==> src/rtl/tone_gen_pkg.sv <==
`default_nettype none
// ============================================================================
//  Module      : tone_gen_pkg
//  Description : Shared constants and the amplitude-shift helper for the
//                multi-channel square-wave tone generator.
//                  AUDIO_W      - sample width of every channel
//                  AMP_HI/LO    - full-scale high/low square levels
//                  REST_DIV_MAX - largest divider value treated as a rest
//                  amp_shift()  - scales a full-scale level by a right shift
//  Revision    : 1.0 - initial release
// ============================================================================
package tone_gen_pkg;

    localparam int                 AUDIO_W      = 16;
    localparam logic [AUDIO_W-1:0] AMP_HI       = 16'hE000;
    localparam logic [AUDIO_W-1:0] AMP_LO       = 16'h2000;
    localparam int                 REST_DIV_MAX = 1;

    // A right shift of the full-scale level gives the volume-scaled level,
    // so no divider or multiplier is needed.
    function automatic logic [AUDIO_W-1:0] amp_shift(
        input logic [AUDIO_W-1:0] base,
        input int                 sh
    );
        return base >> sh;
    endfunction

endpackage
`default_nettype wire

==> src/rtl/tone_channel.sv <==
`default_nettype none
// ============================================================================
//  Module      : tone_channel
//  Description : One square-wave tone channel. Holds the half-period
//                counter, the square polarity, the previously seen divider
//                (for note-change detection) and the registered sample.
//  Ports       : clk, rst_n      - clock, async active-low reset
//                i_en            - channel enable
//                i_div           - half-period divider (0/1 = rest)
//                i_silence       - forces the sample to 0 (mute / volume 0)
//                i_amp_hi/lo     - volume-scaled high/low levels
//                o_phase         - current square polarity
//                o_audio         - registered sample
//  Revision    : 1.0 - initial release
// ============================================================================
module tone_channel
    import tone_gen_pkg::*;
#(
    parameter int DIV_W = 22
) (
    input  logic               clk,
    input  logic               rst_n,
    input  logic               i_en,
    input  logic [DIV_W-1:0]   i_div,
    input  logic               i_silence,
    input  logic [AUDIO_W-1:0] i_amp_hi,
    input  logic [AUDIO_W-1:0] i_amp_lo,
    output logic               o_phase,
    output logic [AUDIO_W-1:0] o_audio
);

    logic [DIV_W-1:0]   r_cnt;
    logic               r_phase;
    logic [DIV_W-1:0]   r_prev_div;
    logic [AUDIO_W-1:0] r_sample;

    logic w_active;
    logic w_change;

    assign w_active = i_en && (i_div > DIV_W'(REST_DIV_MAX));
    assign w_change = (i_div != r_prev_div);

    always_ff @(posedge clk or negedge rst_n) begin
        if (!rst_n) begin
            r_cnt      <= '0;
            r_phase    <= 1'b0;
            r_prev_div <= '0;
            r_sample   <= '0;
        end else begin
            r_prev_div <= i_div;
            // Sample is taken from the polarity currently held, so it trails
            // o_phase by one clock.
            r_sample   <= (i_silence || !w_active) ? '0
                        : (r_phase ? i_amp_lo : i_amp_hi);
            // A note change outranks the toggle so every new note starts on
            // a full-length high half.
            if (!w_active || w_change) begin
                r_cnt   <= '0;
                r_phase <= 1'b0;
            end else if (r_cnt == i_div) begin
                r_cnt   <= '0;
                r_phase <= ~r_phase;
            end else begin
                r_cnt   <= r_cnt + DIV_W'(1);
            end
        end
    end

    assign o_phase = r_phase;
    assign o_audio = r_sample;

endmodule
`default_nettype wire

==> src/rtl/tone_gen_multi.sv <==
`default_nettype none
// ============================================================================
//  Module      : tone_gen_multi
//  Description : Parametrised multi-channel square-wave tone generator.
//                Holds the button sample tick, the volume up/down edge
//                detectors and the saturating volume register, and feeds
//                the volume-scaled levels to every channel.
//  Ports       : clk, rst_n               - clock, async active-low reset
//                volume_up, volume_down   - synchronised button levels
//                mute                     - forces all audio to 0
//                ch_en[CHANNELS]          - per-channel enable
//                note_div[CHANNELS*DIV_W] - per-channel dividers
//                audio[CHANNELS*16]       - per-channel samples
//                phase[CHANNELS]          - per-channel square polarity
//                volume[VOL_W]            - current volume level
//  Revision    : 1.0 - initial release
// ============================================================================
module tone_gen_multi
    import tone_gen_pkg::*;
#(
    parameter int CHANNELS  = 2,
    parameter int DIV_W     = 22,
    parameter int VOL_W     = 2,
    parameter int VOL_INIT  = 2,
    parameter int TICK_LOG2 = 15
) (
    input  logic                        clk,
    input  logic                        rst_n,
    input  logic                        volume_up,
    input  logic                        volume_down,
    input  logic                        mute,
    input  logic [CHANNELS-1:0]         ch_en,
    input  logic [CHANNELS*DIV_W-1:0]   note_div,
    output logic [CHANNELS*AUDIO_W-1:0] audio,
    output logic [CHANNELS-1:0]         phase,
    output logic [VOL_W-1:0]            volume
);

    localparam logic [VOL_W-1:0] c_vol_max    = '1;
    localparam int               c_shift_base = (1 << VOL_W);   // VOL_MAX + 1

    logic [TICK_LOG2-1:0] r_tick_cnt;
    logic                 r_up_q;
    logic                 r_dn_q;
    logic [VOL_W-1:0]     r_volume;

    logic                 w_tick;
    logic                 w_up_edge;
    logic                 w_dn_edge;
    logic                 w_silence;
    logic [AUDIO_W-1:0]   w_amp_hi;
    logic [AUDIO_W-1:0]   w_amp_lo;

    // Tick fires on the cycle the free-running counter is about to wrap.
    assign w_tick = &r_tick_cnt;

    // Edges are judged against the level captured on the previous tick.
    assign w_up_edge = w_tick && volume_up   && !r_up_q;
    assign w_dn_edge = w_tick && volume_down && !r_dn_q;

    always_ff @(posedge clk or negedge rst_n) begin
        if (!rst_n) begin
            r_tick_cnt <= '0;
            r_up_q     <= 1'b0;
            r_dn_q     <= 1'b0;
            r_volume   <= VOL_W'(VOL_INIT);
        end else begin
            r_tick_cnt <= r_tick_cnt + TICK_LOG2'(1);
            if (w_tick) begin
                r_up_q <= volume_up;
                r_dn_q <= volume_down;
            end
            // Simultaneous up and down edges cancel out.
            if (w_up_edge && !w_dn_edge && (r_volume != c_vol_max)) begin
                r_volume <= r_volume + VOL_W'(1);
            end else if (w_dn_edge && !w_up_edge && (r_volume != '0)) begin
                r_volume <= r_volume - VOL_W'(1);
            end
        end
    end

    assign w_amp_hi  = amp_shift(AMP_HI, c_shift_base - int'(r_volume));
    assign w_amp_lo  = amp_shift(AMP_LO, c_shift_base - int'(r_volume));
    assign w_silence = mute || (r_volume == '0);
    assign volume    = r_volume;

    for (genvar k = 0; k < CHANNELS; k++) begin : g_ch
        tone_channel #(
            .DIV_W (DIV_W)
        ) u_channel (
            .clk       (clk),
            .rst_n     (rst_n),
            .i_en      (ch_en[k]),
            .i_div     (note_div[k*DIV_W +: DIV_W]),
            .i_silence (w_silence),
            .i_amp_hi  (w_amp_hi),
            .i_amp_lo  (w_amp_lo),
            .o_phase   (phase[k]),
            .o_audio   (audio[k*AUDIO_W +: AUDIO_W])
        );
    end

endmodule
`default_nettype wire

==> config.mk <==
export PLATFORM = sky130hd
export DESIGN_NAME = tone_gen_multi
export DESIGN_NICKNAME = d
export VERILOG_FILES = /design/src/rtl/tone_gen_pkg.sv /design/src/rtl/tone_channel.sv /design/src/rtl/tone_gen_multi.sv
export SDC_FILE = /design/constraint.sdc
export NUM_CORES = 1
export LEC_CHECK = 0
export ABC_CLOCK_PERIOD_IN_PS = 1900
export BUFFER_PORTS_ARGS = -buffer_cell sky130_fd_sc_hd__clkbuf_2
export CORE_MARGIN = 8
export CORE_UTILIZATION = 52
export DETAILED_ROUTE_END_ITERATION = 10
export GPL_TIMING_DRIVEN = 0
export HOLD_SLACK_MARGIN = 0.1
export PLACE_DENSITY = 0.84
export SLEW_MARGIN = 15
export SYNTH_ARGS = -nofsm -noshare
export SYNTH_HDL_FRONTEND = slang
export SYNTH_SLANG_ARGS = --single-unit
==> constraint.sdc <==
create_clock -name clk -period 1.9 [get_ports clk]
set_clock_uncertainty 0.05 [all_clocks]
set_input_delay 0.285 -clock clk [delete_from_list [all_inputs] [get_ports clk]]
set_output_delay 0.285 -clock clk [all_outputs]
set_load 0.01 [all_outputs]
==> results of run 1 <==
==> final cells by class <==
| class | instances | area (sq um) |
|---|---|---|
| plain buffers | 24 | 254 |
| clock buffers | 25 | 485 |
| clock inverters | 6 | 80.1 |
| fillers | 736 | 3400 |
| inverters | 6 | 26.3 |
| multi-input cells | 381 | 3140 |
| flip-flops and latches | 129 | 3240 |
| well taps | 147 | 184 |
| repair buffers | 140 | 1050 |
==> per-layer routing <==
metal | up-vias | routed length [microns] | track usage
met5 | - | 0 | 0
met4 | 0 | 732 | 0.112
met3 | 64 | 1250 | 0.0680
met2 | 200 | 9110 | 0.373
met1 | 2437 | 6600 | 0.234
li1 | 2145 | - | -
==> state kept, by name, indices dropped and copies added (netlist names) <==
| name | count |
|---|---|
| g_ch.u_channel.r_cnt | 44 |
| g_ch.u_channel.r_prev_div | 44 |
| g_ch.u_channel.o_audio | 20 |
| r_tick_cnt | 15 |
| g_ch.u_channel.o_phase | 2 |
| volume | 2 |
| r_dn_q | 1 |
| r_up_q | 1 |
==> metrics by stage <==
step                       util  total power, uW  worst slack [ns]  TNS, ns
after floorplan               -             3040            0.0502        0
after global placement    0.578             3230             -1.36  -193.07
after detailed placement  0.581             3260            -0.423   -21.26
after CTS                 0.683             6470           -0.0273   -0.223
after global routing      0.713             6700            -0.221    -6.31
final                     0.713             6500            -0.166    -3.18
==> path summary, 6_finish.rpt <==
path                                                       start                                   endpoint  slack, ns  depth (start not counted)
setup / recovery           g_ch[0].u_channel.r_cnt[16]$_DFF_PN0_       g_ch[0].u_channel.r_cnt[1]$_DFF_PN0_      -0.17                          7
hold / removal                                          ch_en[1]    g_ch[1].u_channel.o_audio[10]$_DFF_PN0_       0.13                          3
setup reg to reg           g_ch[0].u_channel.r_cnt[16]$_DFF_PN0_       g_ch[0].u_channel.r_cnt[1]$_DFF_PN0_      -0.17                          7
hold reg to reg                         r_tick_cnt[12]$_DFF_PN0_                   r_tick_cnt[12]$_DFF_PN0_       0.43                          1
max in group asynchronous                                  rst_n                      volume[1]$_DFFE_PN1P_       0.74                          3
min in group asynchronous                                  rst_n  g_ch[0].u_channel.r_prev_div[5]$_DFF_PN0_       0.29                          2
==> tightest hold or removal path, delay by kind of cell <==
| family | cells | cell delay [ns] |
|---|---|---|
| and+or+nand+nor | 1 | 0.08 |
| buffers and inverters | 1 | 0.09 |
| AOI/OAI and AO/OA | 1 | 0.09 |
==> cell usage in the layout, fill, tap and decap left out, types with 4 or more instances in the layout <==
cell type,n
dfrtp_1,122
xor2_1,109
clkbuf_2,73
dlygate4sd3_1,47
nor3_2,33
xnor2_1,32
buf_4,28
nand3_1,26
clkbuf_16,19
nand2_1,18
conb_1,18
nand4_1,17
nor2_1,16
nor4_2,15
nor3_4,14
nor4_1,11
nor3_1,11
and3_1,7
clkbuf_1,6
ha_1,6
dfrtp_2,6
inv_1,5
buf_6,5
buf_12,5
a21oi_1,5
or3_4,4
clkinv_2,4
clkbuf_8,4
==> report_power, final <==
| group | internal [uW] | switching (uW) |
|---|---|---|
| sequential | 2810 | 27.5 |
| clock | 2020 | 1140 |
| combinational | 216 | 287 |
==> repair_timing <==
| action | CTS | global route |
|---|---|---|
| pin swaps | 12 | 31 |
| hold endpoints to repair | 75 | 0 |
| hold buffers | 47 | 0 |
| gates resized for setup | 33 | 50 |
| cloned | 0 | 3 |
| buffers inserted | 2 | 13 |
| endpoints found under the setup margin | 50 | 55 |
==> logic make-up (layout without fill, tap and decap cells) <==
| group | after synthesis | in the layout | synth area share |
|---|---|---|---|
| AND/OR/NAND/NOR | 195 | 195 | 0.205 |
| XOR/XNOR | 143 | 143 | 0.201 |
| flip-flops | 129 | 129 | 0.517 |
| buffers and inverters | 36 | 201 | 0.0381 |
| AO/OA/AOI/OAI | 13 | 13 | 0.0148 |
| adder cells (fa/ha/maj) | 9 | 9 | 0.0180 |
| multiplexers | 3 | 3 | 0.00521 |
| other | 1 | 18 | 0.000601 |
==> out/qor.txt, run 1 <==
initial antenna violation count = 0
Setup CP Type = reg2reg
count of buffer and inverter cells on the critical path = 2
RSZ-0062 raised after global routing = true
clock root cell = clkbuf_16
count leader, synth = dfrtp_1
Total GRT Usage = 0.216
clk sinks = 129
Reg clk slew, reported paths = 0.06 ns
CP endpoint kind = register
Final ANT Viol Nets = 0
Final setup viols = 38
Initial Utilization = 0.526
sequential share of the synthesized area = 0.517
Area growth syn-to-layout = 35.6%
first-pass GRT wire length = 26.8 mm
initial DRC count = 477
top-area cell type share of the netlist area = 0.513
Syn Inst Count = 529
HPWL after DPL = 10.2 mm
Die ar. = 0.0158 sq mm
via count = 4846
CP delay by family, top = simple AND/OR/NAND/NOR gates
Rel. slew slack = 0.588
CP Data Required Time = 2.16 ns
top_reg_cell synth = dfrtp_1
via/cell ratio = 5.65
most frequent cells after synthesis = 128 x dfrtp_1, 111 x xor2_1, 41 x nor3_2
Die Span X = 126 microns
global placement routability congestion = 0.842
hold slack = 0.130 ns
Crit path largest cell delay = 0.46 ns
Period minus WS final = 2.07 ns
n_diodes = 0
placed inst area = 0.00690 sq mm
total CTS buffers = 17
Max H-tree Level = 4
final cell count without fillers = 858
layout cells sized above 1 = 0.329
#FFs+latches synth = 129
Worst Hold Class = in2reg
worst-path fanout max = 4
slowest CP cell = dfrtp_1
io pins = 87
FFs w/ async S/R, synth = 1.00
syn avg cell area = 11.8 sq um
status = finished with violations
Post-Synthesis Cell Area = 0.00624 sq mm
GRT overflow = 0
yosys synthesis warning count = 0
Core Region = 0.0119 sq mm
drt first pass iters = 5
Synth area leaders = dfrtp_1 51%, xor2_1 16%, nor3_2 6.6%
area leader, netlist = dfrtp_1
Routed WL = 17.7 mm
synth unique cells = 37
WL/cell = 20.6 microns
CTS tree = built
most used cell, CP = buf_4
vias in the first global route = 5126
dpl cells = 768
maximum vdd ir drop = 0.785 mV
CP Cell Sequence = xor2_1 -> nor4_1 -> nand4_1 -> nor2_4 -> buf_4 -> buf_4 -> nor3b_2
Worst setup SP type = register
WP data arrival = 2.32 ns
failing checks = negative setup slack
Final #Nets = 759
number of synthesized flops with an enable pin = 0
worst-case clock buffer depth = 2
largest net degree at the start of global routing = 101
Slew @ Worst Pin = 0.611 ns
Clk Latency, worst-skew pair = 0.42 ns
maxcap violations = 0
fin. max-slew vios = 0
cell area power density = 768 mW/mm^2
Final Hold Vio Count = 0
DRC viols = 0
Die Ht = 126 microns
Period Utilization, post-route = 1.09
final instance area = 0.00846 sq mm
Max Clock Freq = 484 MHz
std cell rows = 40
Final WS setup = -0.166 ns
Port Buffers = 74
Pleak = 0.00375 uW
No activity file was read; power rests on OpenSTA's default activity.
==> inputs of run 2 (changes only) <==
--- a/config.mk
+++ b/config.mk
@@ -5,14 +5,15 @@
 export SDC_FILE = /design/constraint.sdc
 export NUM_CORES = 1
 export LEC_CHECK = 0
-export ABC_CLOCK_PERIOD_IN_PS = 1900
+export ABC_CLOCK_PERIOD_IN_PS = 2000
 export BUFFER_PORTS_ARGS = -buffer_cell sky130_fd_sc_hd__clkbuf_2
 export CORE_MARGIN = 8
-export CORE_UTILIZATION = 52
+export CORE_UTILIZATION = 45
 export DETAILED_ROUTE_END_ITERATION = 10
 export GPL_TIMING_DRIVEN = 0
 export HOLD_SLACK_MARGIN = 0.1
-export PLACE_DENSITY = 0.84
+export PLACE_DENSITY = 0.73
+export REMOVE_ABC_BUFFERS = 1
 export SLEW_MARGIN = 15
 export SYNTH_ARGS = -nofsm -noshare
 export SYNTH_HDL_FRONTEND = slang
==> constraint.sdc (replaced) <==
create_clock -name clk -period 2 [get_ports clk]
set_clock_uncertainty 0.05 [all_clocks]
set_input_delay 0.3 -clock clk [delete_from_list [all_inputs] [get_ports clk]]
set_output_delay 0.3 -clock clk [all_outputs]
set_load 0.01 [all_outputs]
==> out/qor.txt, run 2 (same netlist as run 1, synthesis figures left out) <==
status = finished with violations
failing checks = negative setup slack
Worst setup SP type = register
worst-path fanout max = 6 (+2)
commonest non-fill, non-tap cell in the layout = dfrtp_1
Worst Hold Class = in2reg
Die Span X = 134 microns (+6.5%)
Util after Layout = 0.602 (-0.112)
FF-to-FF path depth = 5 (-2)
Final setup viols = 14 (-63%)
Setup CP Type = reg2reg
reg2reg end = g_ch[1].u_channel.r_cnt[21]$_DFF_PN0_
Total GRT Usage = 0.175 (-0.0409)
metal2 WL = 7.97 mm (-12%)
Filler Cells Inserted = 1016 (+38%)
WL/cell = 18.9 microns (-8.4%)
Pleak = 0.00357 uW (-4.8%)
Die ar. = 0.0179 sq mm (+14%)
fin. max-slew vios = 0 (unchanged)
maximum vdd ir drop = 0.530 mV (-33%)
initial antenna violation count = 1 (+1)
vias in the first global route = 4880 (-4.8%)
Area growth syn-to-layout = 32.3%
Initial Utilization = 0.455 (-0.0713)
Routed met1 length = 6.86 mm (+3.9%)
global placement routability congestion = 0.838 (-0.55%)
cell area power density = 768 mW/mm^2 (about the same)
Routed WL = 16.4 mm (-7.2%)
Reg clk slew, reported paths = 0.06 ns (about the same)
CP endpoint kind = register
GRT overflow = 0 (unchanged)
Setup crit start = g_ch[1].u_channel.r_prev_div[15]$_DFF_PN0_
DRC viols = 0 (unchanged)
total CTS buffers = 17 (unchanged)
WL met3 = 1.22 mm (-2.9%)
Final #Nets = 735 (-3.2%)
Worst R2R Start = g_ch[1].u_channel.r_prev_div[15]$_DFF_PN0_
maxcap violations = 0 (unchanged)
Final WS setup = -0.0308 ns (+0.135 ns)
WP data arrival = 2.33 ns (about the same)
Period minus WS final = 2.03 ns (-0.0350 ns)
drt first pass iters = 4 (-1)
final instance area = 0.00826 sq mm (-2.4%)
max layer used = met4
largest net degree at the start of global routing = 74 (-27%)
HPWL after DPL = 9.52 mm (-6.7%)
Final Hold Vio Count = 0 (unchanged)
Rel. slew slack = 0.451 (-0.138)
CP Data Required Time = 2.30 ns (+0.14 ns)
via count = 4688 (-3.3%)
Slew @ Worst Pin = 0.815 ns (+0.204 ns)
hold slack = 0.149 ns (+0.0199 ns)
Clk Latency, worst-skew pair = 0.42 ns (about the same)
most frequent cells in the layout = 127 x dfrtp_1, 110 x xor2_1, 71 x clkbuf_2, 46 x dlygate4sd3_1, 36 x nor3_2
std cell rows = 43 (+7.5%)
R2R Setup Slk = -0.03 ns (+0.13 ns)
Final ANT Viol Nets = 0 (unchanged)
placed inst area = 0.00674 sq mm (-2.3%)
clock root cell = clkbuf_16
Port Buffers = 74 (unchanged)
Period Utilization, post-route = 1.02 (-0.0718)
initial DRC count = 311 (-35%)
Tot Pwr = 6340 uW (-2.5%)
worst-case clock buffer depth = 2 (unchanged)
worst setup path endpoint = g_ch[1].u_channel.r_cnt[21]$_DFF_PN0_
first-pass GRT wire length = 25.0 mm (-6.9%)
Max Clock Freq = 492 MHz (+1.7%)
Die Ht = 134 microns (+6.5%)
RSZ-0062 raised after global routing = true
io pins = 87 (unchanged)
clk sinks = 129 (unchanged)
Core Region = 0.0137 sq mm (+16%)
layout cells sized above 1 = 0.294 (-0.0355)
Max H-tree Level = 4 (unchanged)
via/cell ratio = 5.39 (-4.5%)
CTS tree = built
## run 2: changes by cell type in the layout (fill, tap and decap cells not counted), moves of 4 or more
| cell | delta |
|---|---|
| buf_4 | -19 |
| clkbuf_1 | -6 |
| dfrtp_1 | +5 |
| dfrtp_2 | -5 |
| buf_6 | -4 |
| clkinv_2 | -4 |
| clkinv_4 | +4 |
| clkinvlp_4 | +4 |
| nor4_1 | +4 |
| nor4_2 | -4 |
| or3_4 | +4 |
## run 2: where the power goes
part           internal (uW)  switching, uW
clock                   2000           1190
combinational            189            264
sequential              2670           25.3
total                   4860           1480
## run 2: cell type report
type | count | area, sq um | share of cell area
Antenna cell | 1 | 2.50 | 0.000303
Clock buffer | 18 | 439 | 0.0532
Clock inverter | 14 | 180 | 0.0218
Inverter | 6 | 22.5 | 0.00273
Multi-Input combinational cell | 388 | 3150 | 0.382
Sequential cell | 129 | 3230 | 0.391
Tap cell | 180 | 225 | 0.0273
Timing Repair Buffer | 133 | 1000 | 0.121
## run 2: stage by stage
stage,instances,TNS [ns],setup slack [ns]
3_5_place_dp,771,-34.64,-0.814
4_1_cts,862,0,0.0109
6_report,869,-0.196,-0.0308
3_3_place_gp,770,-208.85,-1.28
2_1_floorplan,516,-23.91,-0.592
5_1_grt,869,-1.47,-0.0983
## run 2: critical path: stages, from the launching register on
cell and delay, ns:
dfrtp_1 0.37, xor2_1 0.16, nor4_2 0.32, nand4_1 0.28
or3_4 0.56, nor3_4 0.21
## run 2: how the worst min path moves through the flow
stage                                   startpoint  cells after the start                                    endpoint  slack (ns)
after floorplan                              rst_n                      0     g_ch[0].u_channel.o_audio[10]$_DFF_PN0_       -0.05
after global placement    r_tick_cnt[12]$_DFF_PN0_                      1                    r_tick_cnt[12]$_DFF_PN0_        0.40
after detailed placement                     rst_n                      1  g_ch[0].u_channel.r_prev_div[19]$_DFF_PN0_        0.25
after CTS                                 ch_en[0]                      3     g_ch[0].u_channel.o_audio[10]$_DFF_PN0_        0.10
after global routing                   note_div[0]                      1   g_ch[0].u_channel.r_prev_div[0]$_DFF_PN0_        0.15
final                                  note_div[0]                      1   g_ch[0].u_channel.r_prev_div[0]$_DFF_PN0_        0.15
## run 2: routing by layer
layer / GRT usage / vias up
met2: 0.286 / 175
li1: - / 2105
met5: 0 / -
met4: 0.0767 / 0
met1: 0.210 / 2379
met3: 0.0546 / 29
## run 2: timing repair
action	4_1_cts	5_1_grt
endpoints found under the hold margin	102	0
hold buffers	48	0
gates resized for setup	8	43
buffers inserted	9	3
gates cloned	2	5
endpoints found under the setup margin	46	47
pin swaps	6	34
